`src/rtl/acc_tile_seq.sv`:
```
// acc_tile_seq: tile-level sequencer for the cubic accumulation buffer.
//
// Takes a per-tile configuration with a start pulse and checks it. It then works out the
// conv/pool output geometry. It gates PE-array partial sums into the buffer across all
// input-channel passes, and issues the new_tile, qtf_start and pooling_start pulses. It counts
// pooled results to detect the end of the tile, then reports done or an error code.
//
// Ports:
//   clock, rst                 clock, asynchronous active-high reset
//   start, abort               tile start (taken only in IDLE), return-to-IDLE request
//   tile_length, tile_height   input tile size incl. padding
//   ksize, stride, pool_size   kernel size, conv stride, 1 = bypass / 2 = 2x2 pooling
//   num_pass                   input-channel accumulation passes
//   pe_valid, pe_buf_end       PE array beat valid / row-buffer end
//   pe_pass_done               pulse on the last beat of a pass
//   res_valid                  pooled result strobe from the buffer
//   pe_ready, psums_valid,     combinational ACCUM gating of the PE array
//   one_buf_end
//   new_tile, qtf_start,       registered 1-cycle pulses
//   pooling_start, done
//   busy                       registered, high outside IDLE
//   err_code                   0 none, 1 bad config, 2 capacity, 3 timeout
module acc_tile_seq #(
  parameter int unsigned PASS_W    = 10,
  parameter int unsigned DRAIN_CYC = 3,
  parameter int unsigned QTF_CYC   = 3,
  parameter int unsigned BUF_DEPTH = 1024,
  parameter int unsigned TIMEOUT   = 4096
) (
  input  logic              clock,
  input  logic              rst,
  input  logic              start,
  input  logic              abort,
  input  logic [5:0]        tile_length,
  input  logic [5:0]        tile_height,
  input  logic [2:0]        ksize,
  input  logic [2:0]        stride,
  input  logic [1:0]        pool_size,
  input  logic [PASS_W-1:0] num_pass,
  input  logic              pe_valid,
  input  logic              pe_buf_end,
  input  logic              pe_pass_done,
  input  logic              res_valid,
  output logic              pe_ready,
  output logic              new_tile,
  output logic              psums_valid,
  output logic              one_buf_end,
  output logic              qtf_start,
  output logic              pooling_start,
  output logic              busy,
  output logic              done,
  output logic [1:0]        err_code
);

  localparam int unsigned CntMaxA = (DRAIN_CYC > QTF_CYC) ? DRAIN_CYC : QTF_CYC;
  localparam int unsigned CntMax  = (TIMEOUT > CntMaxA) ? TIMEOUT : CntMaxA;
  localparam int unsigned CntW    = $clog2(CntMax + 1);

  localparam logic [CntW-1:0]   DrainLast = CntW'(DRAIN_CYC - 1);
  localparam logic [CntW-1:0]   QtfLast   = CntW'(QTF_CYC - 1);
  localparam logic [CntW-1:0]   ToLast    = CntW'(TIMEOUT - 1);
  localparam logic [12:0]       BufDepthW = 13'(BUF_DEPTH);
  localparam logic [PASS_W-1:0] PassOne   = PASS_W'(1);

  typedef enum logic [2:0] {
    StIdle, StCheck, StCalc, StClear, StAccum, StDrain, StQtf, StPool
  } state_e;

  state_e state_q;

  // Latched tile configuration
  logic [5:0]        tl_q, th_q;
  logic [2:0]        ks_q, st_q;
  logic [1:0]        ps_q;
  logic [PASS_W-1:0] np_q;

  // Geometry by repeated subtraction: rem_* is what is left of (tile - ksize)
  logic [5:0]        rem_w_q, rem_h_q;
  logic [5:0]        ow_q, oh_q;
  logic [11:0]       exp_cnt_q;
  logic [11:0]       res_cnt_q;
  logic [PASS_W-1:0] pass_cnt_q;
  logic [CntW-1:0]   cyc_q;

  logic        cfg_bad;
  logic        sub_w, sub_h;
  logic [12:0] area;
  logic [5:0]  half_w, half_h;
  logic [11:0] pooled;

  assign cfg_bad = (st_q == 3'd0) || (ks_q == 3'd0) ||
                   ({3'b000, ks_q} > tl_q) || ({3'b000, ks_q} > th_q) ||
                   !((ps_q == 2'd1) || (ps_q == 2'd2)) || (np_q == '0);

  assign sub_w  = rem_w_q >= {3'b000, st_q};
  assign sub_h  = rem_h_q >= {3'b000, st_q};
  assign area   = 13'(ow_q) * 13'(oh_q);
  assign half_w = 6'((7'(ow_q) + 7'd1) >> 1);
  assign half_h = 6'((7'(oh_q) + 7'd1) >> 1);
  assign pooled = 12'(half_w) * 12'(half_h);

  assign pe_ready    = (state_q == StAccum);
  assign psums_valid = pe_valid & (state_q == StAccum);
  assign one_buf_end = pe_buf_end & (state_q == StAccum);

  always_ff @(posedge clock or posedge rst) begin
    if (rst) begin
      state_q       <= StIdle;
      tl_q          <= '0;
      th_q          <= '0;
      ks_q          <= '0;
      st_q          <= '0;
      ps_q          <= '0;
      np_q          <= '0;
      rem_w_q       <= '0;
      rem_h_q       <= '0;
      ow_q          <= '0;
      oh_q          <= '0;
      exp_cnt_q     <= '0;
      res_cnt_q     <= '0;
      pass_cnt_q    <= '0;
      cyc_q         <= '0;
      new_tile      <= 1'b0;
      qtf_start     <= 1'b0;
      pooling_start <= 1'b0;
      busy          <= 1'b0;
      done          <= 1'b0;
      err_code      <= 2'd0;
    end else begin
      new_tile      <= 1'b0;
      qtf_start     <= 1'b0;
      pooling_start <= 1'b0;
      done          <= 1'b0;
      if (abort) begin
        // Silent return: no pulses, err_code kept
        state_q <= StIdle;
        busy    <= 1'b0;
      end else begin
        case (state_q)
          StIdle: begin
            if (start) begin
              tl_q     <= tile_length;
              th_q     <= tile_height;
              ks_q     <= ksize;
              st_q     <= stride;
              ps_q     <= pool_size;
              np_q     <= num_pass;
              err_code <= 2'd0;
              busy     <= 1'b1;
              state_q  <= StCheck;
            end
          end
          StCheck: begin
            if (cfg_bad) begin
              err_code <= 2'd1;
              done     <= 1'b1;
              busy     <= 1'b0;
              state_q  <= StIdle;
            end else begin
              rem_w_q <= tl_q - {3'b000, ks_q};
              rem_h_q <= th_q - {3'b000, ks_q};
              ow_q    <= 6'd1;
              oh_q    <= 6'd1;
              state_q <= StCalc;
            end
          end
          StCalc: begin
            if (sub_w || sub_h) begin
              if (sub_w) begin
                rem_w_q <= rem_w_q - {3'b000, st_q};
                ow_q    <= ow_q + 6'd1;
              end
              if (sub_h) begin
                rem_h_q <= rem_h_q - {3'b000, st_q};
                oh_q    <= oh_q + 6'd1;
              end
            end else if (area > BufDepthW) begin
              err_code <= 2'd2;
              done     <= 1'b1;
              busy     <= 1'b0;
              state_q  <= StIdle;
            end else begin
              exp_cnt_q <= (ps_q == 2'd1) ? area[11:0] : pooled;
              new_tile  <= 1'b1;
              state_q   <= StClear;
            end
          end
          StClear: begin
            pass_cnt_q <= '0;
            state_q    <= StAccum;
          end
          StAccum: begin
            if (pe_pass_done) begin
              if (pass_cnt_q == np_q - PassOne) begin
                // The pass_done cycle itself counts as the first drain cycle
                cyc_q   <= CntW'(1);
                state_q <= StDrain;
              end else begin
                pass_cnt_q <= pass_cnt_q + PassOne;
              end
            end
          end
          StDrain: begin
            if (cyc_q >= DrainLast) begin
              cyc_q     <= '0;
              qtf_start <= 1'b1;
              state_q   <= StQtf;
            end else begin
              cyc_q <= cyc_q + CntW'(1);
            end
          end
          StQtf: begin
            if (cyc_q >= QtfLast) begin
              cyc_q         <= '0;
              res_cnt_q     <= '0;
              pooling_start <= 1'b1;
              state_q       <= StPool;
            end else begin
              cyc_q <= cyc_q + CntW'(1);
            end
          end
          StPool: begin
            // Completion wins over a timeout landing on the same cycle
            if (res_valid && (res_cnt_q + 12'd1 == exp_cnt_q)) begin
              done    <= 1'b1;
              busy    <= 1'b0;
              state_q <= StIdle;
            end else if (cyc_q >= ToLast) begin
              err_code <= 2'd3;
              done     <= 1'b1;
              busy     <= 1'b0;
              state_q  <= StIdle;
            end else begin
              cyc_q <= cyc_q + CntW'(1);
              if (res_valid) res_cnt_q <= res_cnt_q + 12'd1;
            end
          end
          default: begin
            busy    <= 1'b0;
            state_q <= StIdle;
          end
        endcase
      end
    end
  end

endmodule

```
`config.mk`:
```
export PLATFORM = sky130hd
export DESIGN_NAME = acc_tile_seq
export DESIGN_NICKNAME = d
export VERILOG_FILES = /design/src/rtl/acc_tile_seq.sv
export SDC_FILE = /design/constraint.sdc
export NUM_CORES = 1
export LEC_CHECK = 0
export CORE_MARGIN = 2
export CORE_UTILIZATION = 55
export DETAILED_ROUTE_END_ITERATION = 8
export PLACE_DENSITY = 0.74
export RECOVER_POWER = 50
export SLEW_MARGIN = 20
export SYNTH_ARGS = -nofsm -noshare
export SYNTH_HDL_FRONTEND = slang
export SYNTH_SLANG_ARGS = --single-unit
```
`constraint.sdc`:
```
create_clock -name clock -period 8.28 [get_ports clock]
set_input_delay 0.828 -clock clock [delete_from_list [all_inputs] [get_ports clock]]
set_output_delay 0.828 -clock clock [all_outputs]
set_load 0.01 [all_outputs]
```
==> out/results.txt, run 1 <==
Status = finished with violations
Failing checks = capacitance limit, slew limit
NumNets Final = 1,166
CTS buffer count = 9
Fin crit share = 0.662
Final setup TNS = 0 ns
WL per Instance = 15.2 um
First-pass DRT Iterations = 5
Routed WL = 19.1 mm
Mapped Area = 0.00893 sq mm
Starting Density = 0.562
Place WS = 2.84 ns
Row Count = 46
Htree depth = 3
Clock Skews = 0.0122 ns
Yosys Warn Count = 0
Crit-path max FO = 66
Final Power = 2.41 mW
Max-cap violations = 3
Comb power frac = 0.444
Slew Viols, Final = 145
Core footprint = 0.0159 sq mm
TritonCTS clock tree = built
Post-CTS sizing = 0
Synthesized net count = 1,150
Global-route wire length before repair = 33.3 mm
Vias = 7,099
Vias in the first global route = 6,942
Root Buffer Master = clkbuf_16
Fraction of layout cells with a size suffix above 1 = 0.0628
Final ANT Viol Nets = 0
WP data arrival = 5.15 ns
Post-synthesis cell type count = 67
Final worst setup slack = 2.80 ns
# placed instances = 1,235
Post-route core utilization = 0.617
Die area = 0.0173 sq mm
Die W = 131 um
RSZ-0062 raised after global routing = no
Final cell count without fillers = 1,251
Total I/O pin count = 48
Dpl hpwl = 14.5 mm
Seq pwr share = 0.377
Final setup fails = 0
Clock share of power = 0.179
DRT iter0 DRCs = 442
Die height = 131 um
Total placed instance area = 0.00953 sq mm
Syn_area_per_cell = 8.81 sq um
Sequential-to-total area share from yosys stat = 0.311
Area Growth Syn to Fin = 9.79%
Slew margin rel. = -1.36
Critical Path Source Type = primary input
Fin Hold WS = 0.504 ns
Initial antenna violation count = 0
Pin count of the biggest net entering global routing = 67
Count of hold-fix buffers inserted at cts = 0
Switching power = 992 uW
Clock insertion delay at the later pin of the skew report = 0.37 ns
Post-CTS Setup Repair Bufs = 0
Max Clk Rate = 182 MHz
Min-Delay Path Class = flop to flop
Async S/R FF share, synth = 1.00
Count of final hold-check violations = 0
# fillers = 1,419
Clock transition at path regs = 0.07 ns
Pin slew with the least headroom to its limit = 3.54 ns
Worst R2R Setup Slack = 2.84 ns
Worst path required time = 7.95 ns
Cell internal pwr = 1.41 mW
Antenna Cells = 0
Switching share of power = 0.412
Final Cell Area = 0.00981 sq mm
Period minus WS final = 5.48 ns
Clk sink count = 111
Crit end category = async pin
Top FF cell, synth = dfrtp_1
Pleak = 4.44 nW
Vias per cell = 5.67
Remaining DRCs = 0
EDFF count, synth = 0
CP Cell Sequence = dlygate4sd3_1 > clkinvlp_2 > clkbuf_1
CP max stage delay = 2.56 ns
Synth Register Bits = 111
Kind of critical path = primary input to async pin
Global Route Usage Sum = 0.232
PortBufs = 47
Post-Syn Instances = 1,014
Total grt overflow = 0
Worst IR drop on VDD = 0.170 mV
Clock buffer depth = 2
PwrDens = 245 mW/mm^2
Placer's final routability congestion estimate = 0.864
CP max stage cell = clkbuf_1
-- path summary, 6_finish.rpt --
check	to	from	depth (start not counted)
max reg2reg	exp_cnt_q[10]	ow_q[2]	16
max	pass_cnt_q[1]	rst	3
min	rem_w_q[0]	rem_w_q[0]	2
min reg2reg	rem_w_q[0]	rem_w_q[0]	2
min in group asynchronous	oh_q[5]	rst	2
max in group clock	exp_cnt_q[10]	ow_q[2]	16
-- cell type report --
cell class                      count  area (sq um)  area share
Timing Repair Buffer               52           500      0.0510
Sequential cell                   111          2780       0.283
Tap cell                          216           270      0.0276
Clock inverter                      5          41.3     0.00421
Multi-Input combinational cell    777          5680       0.579
Inverter                           79           298      0.0304
Clock buffer                       11           243      0.0248
-- cells by family after synthesis --
| family | synth area share |
|---|---|
| xor+xnor | 0.0647 |
| mux | 0.0530 |
| buf+inv | 0.0539 |
| fa+ha+maj | 0.170 |
| flops | 0.311 |
| simple gates | 0.208 |
| compound gates | 0.139 |
-- power by group through the flow --
stage,sequential [mW],combinational (mW),clock (mW)
after floorplan,0.826,0.875,0
after global placement,0.910,1.05,0
after detailed placement,0.916,1.07,0
after CTS,0.907,1.08,0.442
after global routing,0.939,1.21,0.458
final,0.908,1.07,0.431
-- layout by cell type (no fill, tap or decap), types with 4 or more instances in the layout --
cell type / n
dfrtp_1: 111
nor3_1: 32
o21ai_0: 74
fa_1: 38
nor2_1: 72
mux2_2: 34
nor4_1: 7
nor2b_1: 17
and3_1: 12
ha_1: 60
nand4_1: 11
nand2b_1: 16
a21o_1: 5
o211ai_1: 5
or3_1: 12
o21a_1: 5
clkbuf_16: 9
a2111oi_0: 5
a211oi_1: 5
clkdlybuf4s50_1: 38
dlygate4sd3_1: 9
nand3_1: 27
xor2_1: 22
xnor2_1: 44
o31ai_1: 11
mux2i_1: 9
o22ai_1: 8
and2_1: 35
o21bai_1: 5
or2_2: 4
inv_1: 76
and4_1: 5
a21oi_1: 34
nand2_1: 109
a31oi_1: 6
-- critical path, delay by kind of cell --
kind / cells / cell delay [ns]
buf+inv: 3 / 4.25
-- sequential cells by signal, summed over array words and instances (netlist names), 6 cells and up --
name and count:
cyc_q 13, exp_cnt_q 12, res_cnt_q 12, np_q 10
pass_cnt_q 10, oh_q 6, ow_q 6, rem_h_q 6
rem_w_q 6, th_q 6, tl_q 6
-- cells in the mapped netlist (all sizes together) (3+ instances only) --
cell type,instances,share of area
xor2,22,0.022
ha,60,0.084
and2,35,0.025
fa,38,0.085
a211oi,7,0.0078
a21boi,3,0.0025
nand2b,16,0.011
o41ai,3,0.0029
o21bai,5,0.0042
o21ai,75,0.042
xnor2,44,0.043
or2,4,0.0028
a2111oi,5,0.0049
a21oi,34,0.019
nor3,32,0.018
nand4,11,0.0077
o22ai,8,0.0056
o2bb2ai,3,0.0029
o211ai,5,0.0042
buf,4,0.0027
nand2,109,0.046
nor2,72,0.030
nor3b,3,0.0025
inv,77,0.032
mux2,34,0.043
or3,12,0.0084
nor4,7,0.0049
and3,12,0.0084
dfrtp,111,0.31
o31ai,11,0.0092
a31oi,6,0.0042
nand3,28,0.016
nor2b,17,0.012
a21o,5,0.0042
o21a,5,0.0042
and4,5,0.0049
mux2i,9,0.010
or3b,3,0.0029
a22oi,3,0.0025
clkbuf,43,0.018
-- per-layer routing --
layer	up-vias	wire, um	track usage	part of all wire
met5	-	0	0	0
met4	0	480	0.0882	0.025
met3	30	595	0.0301	0.031
met2	114	8730	0.367	0.46
met1	3428	9270	0.327	0.49
li1	3527	-	-	-
Note: power is estimated with default switching activity, not from simulation.
==> inputs of run 2 (changes only) <==
==> constraint.sdc (replaced) <==
create_clock -name clock -period 5.5 [get_ports clock]
set_input_delay 0.55 -clock clock [delete_from_list [all_inputs] [get_ports clock]]
set_output_delay 0.55 -clock clock [all_outputs]
set_load 0.01 [all_outputs]
==> run 2 against run 1 <==
Against the previous run:
- the run still ends with capacitance limit, slew limit left
- global-route usage grew 0.77 points
- final cell count increased by 0.64%
- routed wire length is 2.9% higher
- clock power is 52% higher
- worst hold slack worse by 0.015 ns
- combinational power rose by 52%
- sequential share of layout area is 0.15 points lower
- clock skew fell by 0.0043 ns
- largest power group unchanged
==> out/results.txt, run 2 (synthesized netlist as in run 1, its figures left out) <==
Clock insertion delay at the later pin of the skew report = 0.37 ns
Most flops, register = cyc_q
Period minus WS final = 5.05 ns
Row Count = 46
Slew margin rel. = -0.639
Antenna Cells = 0
RSZ-0062 raised after global routing = no
Status = finished with violations
Final setup TNS = 0 ns
PortBufs = 47
Fraction of layout cells with a size suffix above 1 = 0.0709
Post-CTS Setup Repair Bufs = 0
Clock buffer depth = 2
Starting Density = 0.562
Final setup fails = 0
CTS buffer count = 9
Routed WL = 19.6 mm
Comb power frac = 0.447
Htree depth = 3
Die height = 131 um
Critical Path Source Type = flop
Crit end category = flop
Seq pwr share = 0.374
Switching share of power = 0.418
Worst IR drop on VDD = 0.258 mV
Count of final hold-check violations = 0
Root Buffer Master = clkbuf_16
Total grt overflow = 0
TritonCTS clock tree = built
Switching power = 1.53 mW
Pleak = 4.49 nW
Pin count of the biggest net entering global routing = 58
Final ANT Viol Nets = 0
Top flop regs = cyc_q (13), exp_cnt_q (12), res_cnt_q (12)
Core footprint = 0.0159 sq mm
Worst R2R Setup Slack = 0.45 ns
Placer's final routability congestion estimate = 0.865
Global-route wire length before repair = 34.4 mm
Clock share of power = 0.179
NumNets Final = 1,174
Kind of critical path = flop to flop
Final Power = 3.65 mW
DRT iter0 DRCs = 512
Max reg flops = 13
Worst path required time = 5.75 ns
Fin crit share = 0.919
# fillers = 1,436
Clock transition at path regs = 0.07 ns
Area Growth Syn to Fin = 10.4%
First-pass DRT Iterations = 5
Max Clk Rate = 198 MHz
Dpl hpwl = 14.7 mm
Min-Delay Path Class = flop to flop
PwrDens = 370 mW/mm^2
Initial antenna violation count = 0
Vias in the first global route = 6,964
Slew Viols, Final = 87
WL per Instance = 15.6 um
Clk sink count = 111
Cell internal pwr = 2.12 mW
Vias per cell = 5.66
Remaining DRCs = 0
Most frequent cells in the layout = dfrtp_1, nand2_1, inv_1
Vias = 7,132
Clock Skews = 0.00788 ns
Commonest non-fill, non-tap cell in the layout = dfrtp_1
Die W = 131 um
Crit-path max FO = 12
Pin slew with the least headroom to its limit = 2.45 ns
Global Route Usage Sum = 0.240
Total I/O pin count = 48
WP data arrival = 5.30 ns
Max-cap violations = 2
Die area = 0.0173 sq mm
Failing checks = capacitance limit, slew limit
==> run 2: cell count changes in the layout (fill, tap and decap cells not counted) <==
cell | before | now
clkbuf_8 | 1 | 0
inv_6 | 1 | 2
clkbuf_2 | 0 | 1
o21ai_1 | 0 | 2
o21ai_2 | 1 | 0
clkinv_2 | 1 | 2
clkbuf_1 | 3 | 1
o21ai_0 | 74 | 73
buf_4 | 3 | 11
==> run 2: final cells by class <==
cell class | instances | area, sq um | share of cell area
well taps | 216 | 270 | 0.0274
clock buffers | 9 | 225 | 0.0228
inverters | 79 | 298 | 0.0302
flip-flops and latches | 111 | 2780 | 0.282
repair buffers | 60 | 562 | 0.0570
clock inverters | 7 | 55.1 | 0.00558
multi-input cells | 777 | 5670 | 0.575
==> run 2: through the flow <==
step	setup slack [ns]	hold WS [ns]	util	cells	instance area, sq um
2_1_floorplan	0.663	0.450	-	1014	8930
4_1_cts	0.472	0.492	0.621	1259	9870
5_1_grt	0.0142	0.520	0.621	1259	9860
3_5_place_dp	0.477	0.475	0.603	1243	9590
6_report	0.448	0.489	0.621	1259	9860
3_3_place_gp	0.581	0.464	0.603	1243	9590
==> run 2: power groups by stage <==
stage	registers [mW]	clock network (mW)	logic [mW]
detailed placement	1.37	0	1.63
CTS	1.36	0.663	1.64
floorplan	1.24	0	1.32
finish	1.37	0.653	1.63
global route	1.41	0.695	1.87
global placement	1.37	0	1.58
==> run 2: repair_timing <==
item,4_1_cts,5_1_grt
resized for setup,0,1
endpoints found under the hold margin,0,0
hold buffers,0,0
setup endpoints to repair,0,1
==> run 2: worst paths after layout <==
check | from | to | cells past startpoint
worst max register to register | ow_q[2] | err_code[1] | 16
worst min-delay path | rem_w_q[0] | rem_w_q[0] | 2
min in group asynchronous | rst | oh_q[5] | 2
worst max-delay path | ow_q[2] | err_code[1] | 16
max in group asynchronous | rst | res_cnt_q[9] | 3
worst min register to register | rem_w_q[0] | rem_w_q[0] | 2
==> run 2: critical path: stages (launching register included) <==
cell	delay, ns
dfrtp_1	0.54
nand2_1	0.13
fa_1	0.54
inv_1	0.05
fa_1	0.53
inv_1	0.05
fa_1	0.52
inv_1	0.04
ha_1	0.37
o21ai_0	0.13
or2_2	0.31
o311ai_0	0.44
nor4b_1	0.11
o21ai_0	0.35
o21ai_1	0.15
a211o_1	0.36
mux2_2	0.30
==> run 2: per-layer routing <==
metal	GRT usage	wire length, um	part of all wire	vias to the layer above
li1	-	-	-	3546
met4	0.0634	306	0.016	0
met2	0.391	9270	0.47	122
met3	0.0374	695	0.035	22
met1	0.336	9370	0.48	3442
met5	0	0	0	-
